[src/rtl/weight_fetch_pkg.sv]
// ----------------------------------------------------------------------------
// weight_fetch_pkg
// Shared types and constants for the weight fetch unit.
//   - wfu_state_t  : fetch FSM state encoding
//   - ADDR_LIMIT   : number of words in the weight store (25 banks x 2048 rows)
//   - BANK_COUNT / ROW_BITS / BANK_BITS : weight-store geometry
//   - ADDR_W / COUNT_W / STRIDE_W / DATA_W / SRAM_ADDR_W : datapath widths
//   - wrap_addr()  : address increment with wrap at the store limit
// Optional feature macro used by the unit: WFU_STRIDE_EN.
// ----------------------------------------------------------------------------
package weight_fetch_pkg;

  localparam int ADDR_LIMIT  = 51200;
  localparam int BANK_COUNT  = 25;
  localparam int ROW_BITS    = 11;
  localparam int BANK_BITS   = 5;
  localparam int ADDR_W      = 16;
  localparam int COUNT_W     = 16;
  localparam int STRIDE_W    = 11;
  localparam int DATA_W      = 32;
  localparam int SRAM_ADDR_W = 32;

  typedef enum logic [1:0] {
    ST_IDLE  = 2'd0,
    ST_ISSUE = 2'd1,
    ST_WAIT  = 2'd2,
    ST_DRAIN = 2'd3
  } wfu_state_t;

  // Bank/row fields are contiguous, so a row overflow carries into the bank
  // field by plain addition. The increment is at most one stride (< limit),
  // so a single subtraction is enough to fold the sum back into range.
  function automatic logic [ADDR_W-1:0] wrap_addr(
    input logic [ADDR_W-1:0] cur,
    input logic [ADDR_W-1:0] incr,
    input logic [ADDR_W:0]   limit
  );
    logic [ADDR_W:0] sum;
    sum = {1'b0, cur} + {1'b0, incr};
    if (sum >= limit) begin
      sum = sum - limit;
    end
    return sum[ADDR_W-1:0];
  endfunction

endpackage

[src/rtl/weight_fetch_fifo.sv]
// ----------------------------------------------------------------------------
// weight_fetch_fifo
// First-word-fall-through FIFO: the head entry is visible on o_data whenever
// o_empty is low. Simultaneous push and pop leave the occupancy unchanged.
// The caller guarantees no push when full and no pop when empty.
// Ports:
//   clock, reset     : rising-edge clock, synchronous active-high reset
//   i_push, i_data   : write strobe and data
//   i_pop            : consume the head entry
//   o_data           : head entry
//   o_full, o_empty  : occupancy flags
//   o_count          : current occupancy (0..DEPTH)
// DEPTH must be a power of two (pointers wrap naturally), minimum 2.
// ----------------------------------------------------------------------------
module weight_fetch_fifo #(
  parameter int DEPTH = 4,
  parameter int WIDTH = 33,
  localparam int PTR_W = $clog2(DEPTH),
  localparam int CNT_W = PTR_W + 1
) (
  input  logic             clock,
  input  logic             reset,
  input  logic             i_push,
  input  logic [WIDTH-1:0] i_data,
  input  logic             i_pop,
  output logic [WIDTH-1:0] o_data,
  output logic             o_full,
  output logic             o_empty,
  output logic [CNT_W-1:0] o_count
);

  logic [WIDTH-1:0] r_mem [DEPTH];
  logic [PTR_W-1:0] r_wr_ptr;
  logic [PTR_W-1:0] r_rd_ptr;
  logic [CNT_W-1:0] r_count;

  always_ff @(posedge clock) begin
    if (i_push) begin
      r_mem[r_wr_ptr] <= i_data;
    end
  end

  always_ff @(posedge clock) begin
    if (reset) begin
      r_wr_ptr <= '0;
      r_rd_ptr <= '0;
      r_count  <= '0;
    end else begin
      if (i_push) begin
        r_wr_ptr <= r_wr_ptr + PTR_W'(1);
      end
      if (i_pop) begin
        r_rd_ptr <= r_rd_ptr + PTR_W'(1);
      end
      r_count <= r_count + CNT_W'(i_push) - CNT_W'(i_pop);
    end
  end

  assign o_data  = r_mem[r_rd_ptr];
  assign o_full  = (r_count == CNT_W'(DEPTH));
  assign o_empty = (r_count == '0);
  assign o_count = r_count;

endmodule

[src/rtl/weight_fetch_unit.sv]
// ----------------------------------------------------------------------------
// weight_fetch_unit
// Fetches a block of weight words from the weight SRAM controller and streams
// them to the PE array through a small FWFT FIFO. One read is outstanding at
// most; peak rate is one word every two cycles.
//
// state  | meaning
// -------+--------------------------------------------------------------
// IDLE   | waiting for start; only state in which start is accepted
// ISSUE  | read request on the bus (r_sram_r_en=1) or stalled on a full FIFO
// WAIT   | one read outstanding, waiting for i_sram_d_ready
// DRAIN  | all reads returned, waiting for the w_last handshake
//
// Ports:
//   clock, reset            : rising-edge clock, synchronous active-high reset
//   i_start                 : one-cycle fetch request
//   i_base_addr[15:0]       : first word address ([15:11] bank, [10:0] row)
//   i_word_count[15:0]      : number of words to fetch
//   i_stride[10:0]          : per-word address increment (WFU_STRIDE_EN only)
//   o_busy, o_done          : transfer in progress / one-cycle completion
//   o_sram_addr[31:0]       : SRAM read address ([31:16] always 0)
//   o_sram_r_en, o_sram_w_en: SRAM read request / write request (tied 0)
//   i_sram_r_d[31:0]        : SRAM read data, valid with i_sram_d_ready
//   i_sram_d_ready          : read-data strobe, one cycle after o_sram_r_en
//   o_w_valid/o_w_data/o_w_last, i_w_ready : weight stream to the PE array
//
// Build option: define WFU_STRIDE_EN to add i_stride; otherwise the address
// increment is fixed at 1.
// ----------------------------------------------------------------------------
module weight_fetch_unit #(
  parameter int FIFO_DEPTH = 4,
  parameter int ADDR_LIMIT = weight_fetch_pkg::ADDR_LIMIT
) (
  input  logic        clock,
  input  logic        reset,
  input  logic        i_start,
  input  logic [15:0] i_base_addr,
  input  logic [15:0] i_word_count,
`ifdef WFU_STRIDE_EN
  input  logic [10:0] i_stride,
`endif
  output logic        o_busy,
  output logic        o_done,
  output logic [31:0] o_sram_addr,
  output logic        o_sram_r_en,
  output logic        o_sram_w_en,
  input  logic [31:0] i_sram_r_d,
  input  logic        i_sram_d_ready,
  output logic        o_w_valid,
  output logic [31:0] o_w_data,
  output logic        o_w_last,
  input  logic        i_w_ready
);

  import weight_fetch_pkg::*;

  localparam int CNT_W = $clog2(FIFO_DEPTH) + 1;
  localparam logic [ADDR_W:0] LIMIT_V = (ADDR_W+1)'(ADDR_LIMIT);

  wfu_state_t         r_state;
  logic [ADDR_W-1:0]  r_addr;
  logic [COUNT_W-1:0] r_count;
  logic [COUNT_W-1:0] r_issued;
  logic               r_busy;
  logic               r_done;
  logic               r_sram_r_en;
`ifdef WFU_STRIDE_EN
  logic [STRIDE_W-1:0] r_stride;
`endif

  logic [ADDR_W-1:0]  w_incr;
  logic [ADDR_W-1:0]  w_addr_next;
  logic               w_push;
  logic               w_pop;
  logic               w_push_last;
  logic [DATA_W:0]    w_fifo_head;
  logic               w_fifo_full;
  logic               w_fifo_empty;
  logic [CNT_W-1:0]   w_fifo_count;
  logic [CNT_W-1:0]   w_fifo_count_next;
  logic               w_room_next;

`ifdef WFU_STRIDE_EN
  assign w_incr = {{(ADDR_W-STRIDE_W){1'b0}}, r_stride};
`else
  assign w_incr = ADDR_W'(1);
`endif

  assign w_addr_next = wrap_addr(r_addr, w_incr, LIMIT_V);

  // Data strobes outside WAIT are stray and dropped.
  assign w_push      = (r_state == ST_WAIT) && i_sram_d_ready;
  assign w_pop       = o_w_valid && i_w_ready;
  // r_issued already counts the word being returned.
  assign w_push_last = (r_issued == r_count);

  // Occupancy after this edge decides whether the next read can go out
  // straight from WAIT, which is what gives back-to-back 2-cycle issue.
  assign w_fifo_count_next = w_fifo_count + CNT_W'(w_push) - CNT_W'(w_pop);
  assign w_room_next       = (w_fifo_count_next < CNT_W'(FIFO_DEPTH));

  always_ff @(posedge clock) begin
    if (reset) begin
      r_state     <= ST_IDLE;
      r_addr      <= '0;
      r_count     <= '0;
      r_issued    <= '0;
      r_busy      <= 1'b0;
      r_done      <= 1'b0;
      r_sram_r_en <= 1'b0;
`ifdef WFU_STRIDE_EN
      r_stride    <= '0;
`endif
    end else begin
      r_done <= 1'b0;
      case (r_state)
        ST_IDLE: begin
          // A start coinciding with the done pulse is dropped.
          if (i_start && !r_done) begin
            if (i_word_count != '0) begin
              r_addr      <= i_base_addr;
              r_count     <= i_word_count;
              r_issued    <= '0;
`ifdef WFU_STRIDE_EN
              r_stride    <= i_stride;
`endif
              r_busy      <= 1'b1;
              // FIFO is always empty in IDLE, so the first read goes out now.
              r_sram_r_en <= 1'b1;
              r_state     <= ST_ISSUE;
            end else begin
              r_done <= 1'b1;
            end
          end
        end
        ST_ISSUE: begin
          if (r_sram_r_en) begin
            r_sram_r_en <= 1'b0;
            r_addr      <= w_addr_next;
            r_issued    <= r_issued + COUNT_W'(1);
            r_state     <= ST_WAIT;
          end else if (!w_fifo_full) begin
            r_sram_r_en <= 1'b1;
          end
        end
        ST_WAIT: begin
          if (i_sram_d_ready) begin
            if (r_issued < r_count) begin
              r_sram_r_en <= w_room_next;
              r_state     <= ST_ISSUE;
            end else begin
              r_state <= ST_DRAIN;
            end
          end
        end
        ST_DRAIN: begin
          if (w_pop && w_fifo_head[DATA_W]) begin
            r_done  <= 1'b1;
            r_busy  <= 1'b0;
            r_state <= ST_IDLE;
          end
        end
        default: r_state <= ST_IDLE;
      endcase
    end
  end

  // Each entry carries its own last flag alongside the data word.
  weight_fetch_fifo #(
    .DEPTH (FIFO_DEPTH),
    .WIDTH (DATA_W + 1)
  ) u_fifo (
    .clock   (clock),
    .reset   (reset),
    .i_push  (w_push),
    .i_data  ({w_push_last, i_sram_r_d}),
    .i_pop   (w_pop),
    .o_data  (w_fifo_head),
    .o_full  (w_fifo_full),
    .o_empty (w_fifo_empty),
    .o_count (w_fifo_count)
  );

  assign o_busy      = r_busy;
  assign o_done      = r_done;
  assign o_sram_addr = {16'h0000, r_addr};
  assign o_sram_r_en = r_sram_r_en;
  assign o_sram_w_en = 1'b0;
  assign o_w_valid   = !w_fifo_empty;
  assign o_w_data    = w_fifo_head[DATA_W-1:0];
  assign o_w_last    = w_fifo_head[DATA_W] && !w_fifo_empty;

endmodule

[config.mk]
export PLATFORM = sky130hd
export DESIGN_NAME = weight_fetch_unit
export DESIGN_NICKNAME = d
export VERILOG_FILES = /design/src/rtl/weight_fetch_pkg.sv /design/src/rtl/weight_fetch_fifo.sv /design/src/rtl/weight_fetch_unit.sv
export SDC_FILE = /design/constraint.sdc
export NUM_CORES = 1
export LEC_CHECK = 0
export ABC_AREA = 1
export CAP_MARGIN = 25
export CELL_PAD_IN_SITES_DETAIL_PLACEMENT = 1
export CELL_PAD_IN_SITES_GLOBAL_PLACEMENT = 2
export CORE_UTILIZATION = 31
export CTS_CLUSTER_DIAMETER = 200
export DETAILED_ROUTE_END_ITERATION = 10
export PLACE_DENSITY = 0.76
export SYNTH_ARGS = -nofsm -noshare
export SYNTH_HDL_FRONTEND = slang
export SYNTH_HIERARCHICAL = 1
export SYNTH_SLANG_ARGS = --single-unit
[constraint.sdc]
create_clock -name clock -period 2.1 [get_ports clock]
set_input_delay 0.63 -clock clock [delete_from_list [all_inputs] [get_ports clock]]
set_output_delay 0.63 -clock clock [all_outputs]
set_load 0.02 [all_outputs]
==> impl_results.md <==
- Routing usage on met1: 0.190
- Comb power frac: 0.451
- Net Switching: slightly below 6 mW
- Vias per Instance: ~4.6
- Total track usage: 0.159
- LEAKAGE: just over 5 nW
- Root Buffer: clkbuf_16
- H-tree depth: 4
- Overall power: 15.1 mW
- Antenna Violating Nets Remaining: 0
- Worst r2r src: r_addr[1]
- CTS tree: done
- WP data arrival: around 1.6 ns
- Min Tclk post-route: 2.19 ns
- Worst endpoint required time: approximately 1.5 ns
- CTS buffer count: 17
- CTS clk-pin slew, worst paths: approximately 0.08 ns
- Count of pins over their slew limit: 0
- WS Path Type: reg -> out
- Synthesized area: between 0.009 and 0.01 mm^2
- Multi-input gate area: ~0.0038 mm^2
- Cell Area, Placed: roughly 0.012 mm^2
- Max Fclk: 456 MHz
- First-pass GRT wire length: roughly 39000 um
- RR Endpoint: r_addr[11]
- Worst reg2reg setup slack: approximately 0.090 ns
- Yosys reg bits: a little under 200
- Max VDD drop: between 0.4 and 0.5 mV
- Clock share of power: 0.223
- N_diodes: 0
- Setup WS post-layout: -0.0944 ns
- Status: finished, violations left
- Post-synthesis instance total: approximately 1k
- Final period utilization: 1.04
- Largest net degree at the start of global routing: 34
- FFs w/ async S/R, synth: 0
- Slowest stage cell, crit path: dfxtp_4
- Residual DRC count: 0
- Worst Clk Skew: ~0.017 ns
- Syn avg cell area: approximately 9.6 um^2
- RSZ-0062 raised after global routing: true
- Core area: around 0.03 mm^2
- Clock Latency Late Sink: about 0.44 ns
- Final hold violations: 0
- Vias in the first global route: about 7.6k
- Failing checks: negative setup slack
- Starting density of the core: 0.315
- Area occupied by registers: around 0.0052 mm^2
- Die width: 178 um
- Worst Hold Path EP: o_busy
- Initial antenna violation count: 0
- WHS Path Cells: 2
- Number of enable flip-flop cells after synthesis: approximately 130
- DP HPWL: approximately 17000 um
- R2R cell count: 17
- Routed length per placed instance: between 15 and 20 um
- Post-cts hold buffer count: 0
- Most Crowded Layer GR: met2
- Drt first-iter violations: 199
- Endpoints failing setup: 32
- Die area: 0.0317 mm^2
- IO Port Bufs: 121
- Fin area: about 0.013 mm^2
- Crit path largest cell delay: 0.37 ns
- Layout cells sized above 1: 0.277
- Max_cap viols: 0
- CTS sink count: 194
- Via count: between 7k and 8k
- Final nets: between 1k and 1.5k
- Fill cell count: roughly 3.4k
- DIE HEIGHT: 178 um
- First-pass DRT Iterations: 6
- Sw frac: 0.383
- Critical-path maximum fanout: 8
- Synth warn: 6
- Seq/Total Area, Yosys: 0.541
- CP startpoint kind: flip-flop
- Hold crit path type: reg -> reg
- Pwr dens: about 1100 mW/mm^2
- GRT met2 Usage: 0.290
- Area grow syn2layout: 36.5%
- Io pins: roughly 140
- Largest cells by area after synthesis: edfxtp_1, dfxtp_1, nand2_1, inv_1, a21oi_1
- Hold path startpoint: o_busy
- Ys flop type: edfxtp_1
- Sequence of cells on the critical path: buf_12 -> buf_16 -> a21oi_4 -> o21ai_1 -> nand2_1 -> buf_6
- Sequential Power Share: 0.327
- CTS max path bufs: 2
- Share of the synthesized area in the top cell type: 0.412
- Final WL: 25300 um
- Library cells used by synthesis: a little over 40
- Int Power: around 9.3 mW
- Synth area leader: edfxtp_1
- Grt total ovfl: 0
- Final Wtd Congestion: around 0.76
- Rows: between 60 and 70
- Crit. End Element: output pin
- Met3 GRT Util: 0.0305
==> registers in the layout (all words and copies together) (netlist names), 2 cells and up, named ones only <==
signal,flops
r_issued,16
u_fifo/r_wr_ptr,2
u_fifo/r_mem,132
r_addr,16
u_fifo/o_count,3
u_fifo/r_rd_ptr,2
r_count,16
r_state,2
==> cell usage after synthesis (2+ instances only) <==
cell and count:
nor3_1 12, nand2_2 33, buf_6 13, a21oi_1 85, nor2_1 53, o31ai_1 3, nand3_1 32, nor2_2 5
xor2_1 8, a211oi_1 7, edfxtp_1 132, nor4_1 2, or2_2 2, nor3b_1 4, buf_2 6, dfxtp_1 62
nand4_1 9, nand2_1 163, buf_4 21, clkbuf_1 13, a31oi_1 9, inv_2 2, o21ai_1 9, a21oi_2 3
inv_1 157, o21ai_0 74, o211ai_2 33, ha_1 32, nor2_4 4
==> logic make-up after synthesis <==
| family | Yosys count | share of synthesized area |
|---|---|---|
| fa+ha+maj | 33 | 0.0437 |
| flops | 194 | 0.541 |
| simple gates | 325 | 0.156 |
| buf+inv | 214 | 0.103 |
| compound gates | 224 | 0.148 |
| other cells | 1 | 0.000390 |
| xor+xnor | 9 | 0.00819 |
==> worst max-delay path by stage <==
stage	start	to	slack (ns)	depth (start not counted)
floorplan	r_addr[1]	r_addr[13]	0.03	16
global placement	i_w_ready	o_sram_r_en	-0.49	12
detailed placement	i_w_ready	o_sram_r_en	-0.52	12
CTS	flip-flop	o_w_data[2]	-0.13	6
global route	flip-flop	o_w_data[2]	-0.17	6
finish	flip-flop	o_w_data[11]	-0.09	6
==> stage by stage <==
step | hold WS, ns | setup TNS (ns) | instances | util | setup slack, ns
after floorplan | 0.435 | 0 | 1016 | - | 0.0335
after global placement | 0.452 | -21.00 | 1556 | 0.384 | -0.489
after detailed placement | 0.455 | -24.71 | 1556 | 0.384 | -0.524
after CTS | 0.468 | -2.99 | 1595 | 0.412 | -0.134
after global routing | 0.484 | -4.43 | 1605 | 0.429 | -0.171
final | 0.464 | -1.99 | 1605 | 0.429 | -0.0944
==> critical path: cells and delay by family (launching register included) <==
| family | cells | cell delay (ns) |
|---|---|---|
| buf+inv | 3 | 0.45 |
| flops | 1 | 0.37 |
| compound gates | 2 | 0.17 |
| simple gates | 1 | 0.12 |
==> area by class of cell <==
class                           count  area share
Clock buffer                       17      0.0324
Multi-Input combinational cell    608       0.293
Inverter                          159      0.0458
Clock inverter                     15      0.0136
Timing Repair Buffer              216       0.179
Sequential cell                   194       0.399
Tap cell                          396      0.0377
==> power groups by stage <==
stage / sequential, mW / combinational [mW] / clock, mW
global route: 5.00 / 7.48 / 3.61
CTS: 4.88 / 6.30 / 3.48
global placement: 4.97 / 5.89 / 0
finish: 4.93 / 6.81 / 3.36
detailed placement: 4.98 / 5.97 / 0
floorplan: 5.09 / 3.28 / 0
==> layout by cell type, fill, tap and decap left out, types with 4 or more instances in the layout <==
master           instances
o21ai_0                 45
nor2_4                   8
conb_1                  17
dfxtp_4                  5
buf_12                  15
inv_1                  154
o211ai_2                33
buf_16                   5
nor2_1                  46
dlygate4sd2_1           18
o21ai_1                 36
dfxtp_2                  9
a21oi_2                 27
xor2_1                   7
inv_8                    4
a211oi_1                 7
nor2_2                   8
nand3_2                  7
edfxtp_1               132
a31oi_1                  9
dfxtp_1                 48
clkdlybuf4s50_1         69
nand4_1                  9
a21oi_4                  7
buf_6                   38
nand2_1                148
nor3_1                  11
ha_1                    29
nand2_2                 48
buf_4                   63
nand3_1                 24
clkbuf_16               23
a21oi_1                 54
==> timing repair <==
action                     4_1_cts  5_1_grt
gates resized for setup        262      109
cloned                           2        6
setup endpoints to repair       52       66
pin swaps                       23       39
setup buffers                    5        4
==> layer usage <==
metal,part of all wire,wire length (um)
met1,0.44,11100
met2,0.52,13200
met3,0.033,825
met4,0.0077,194
met5,0,0
(Power assumes the default switching activity.)
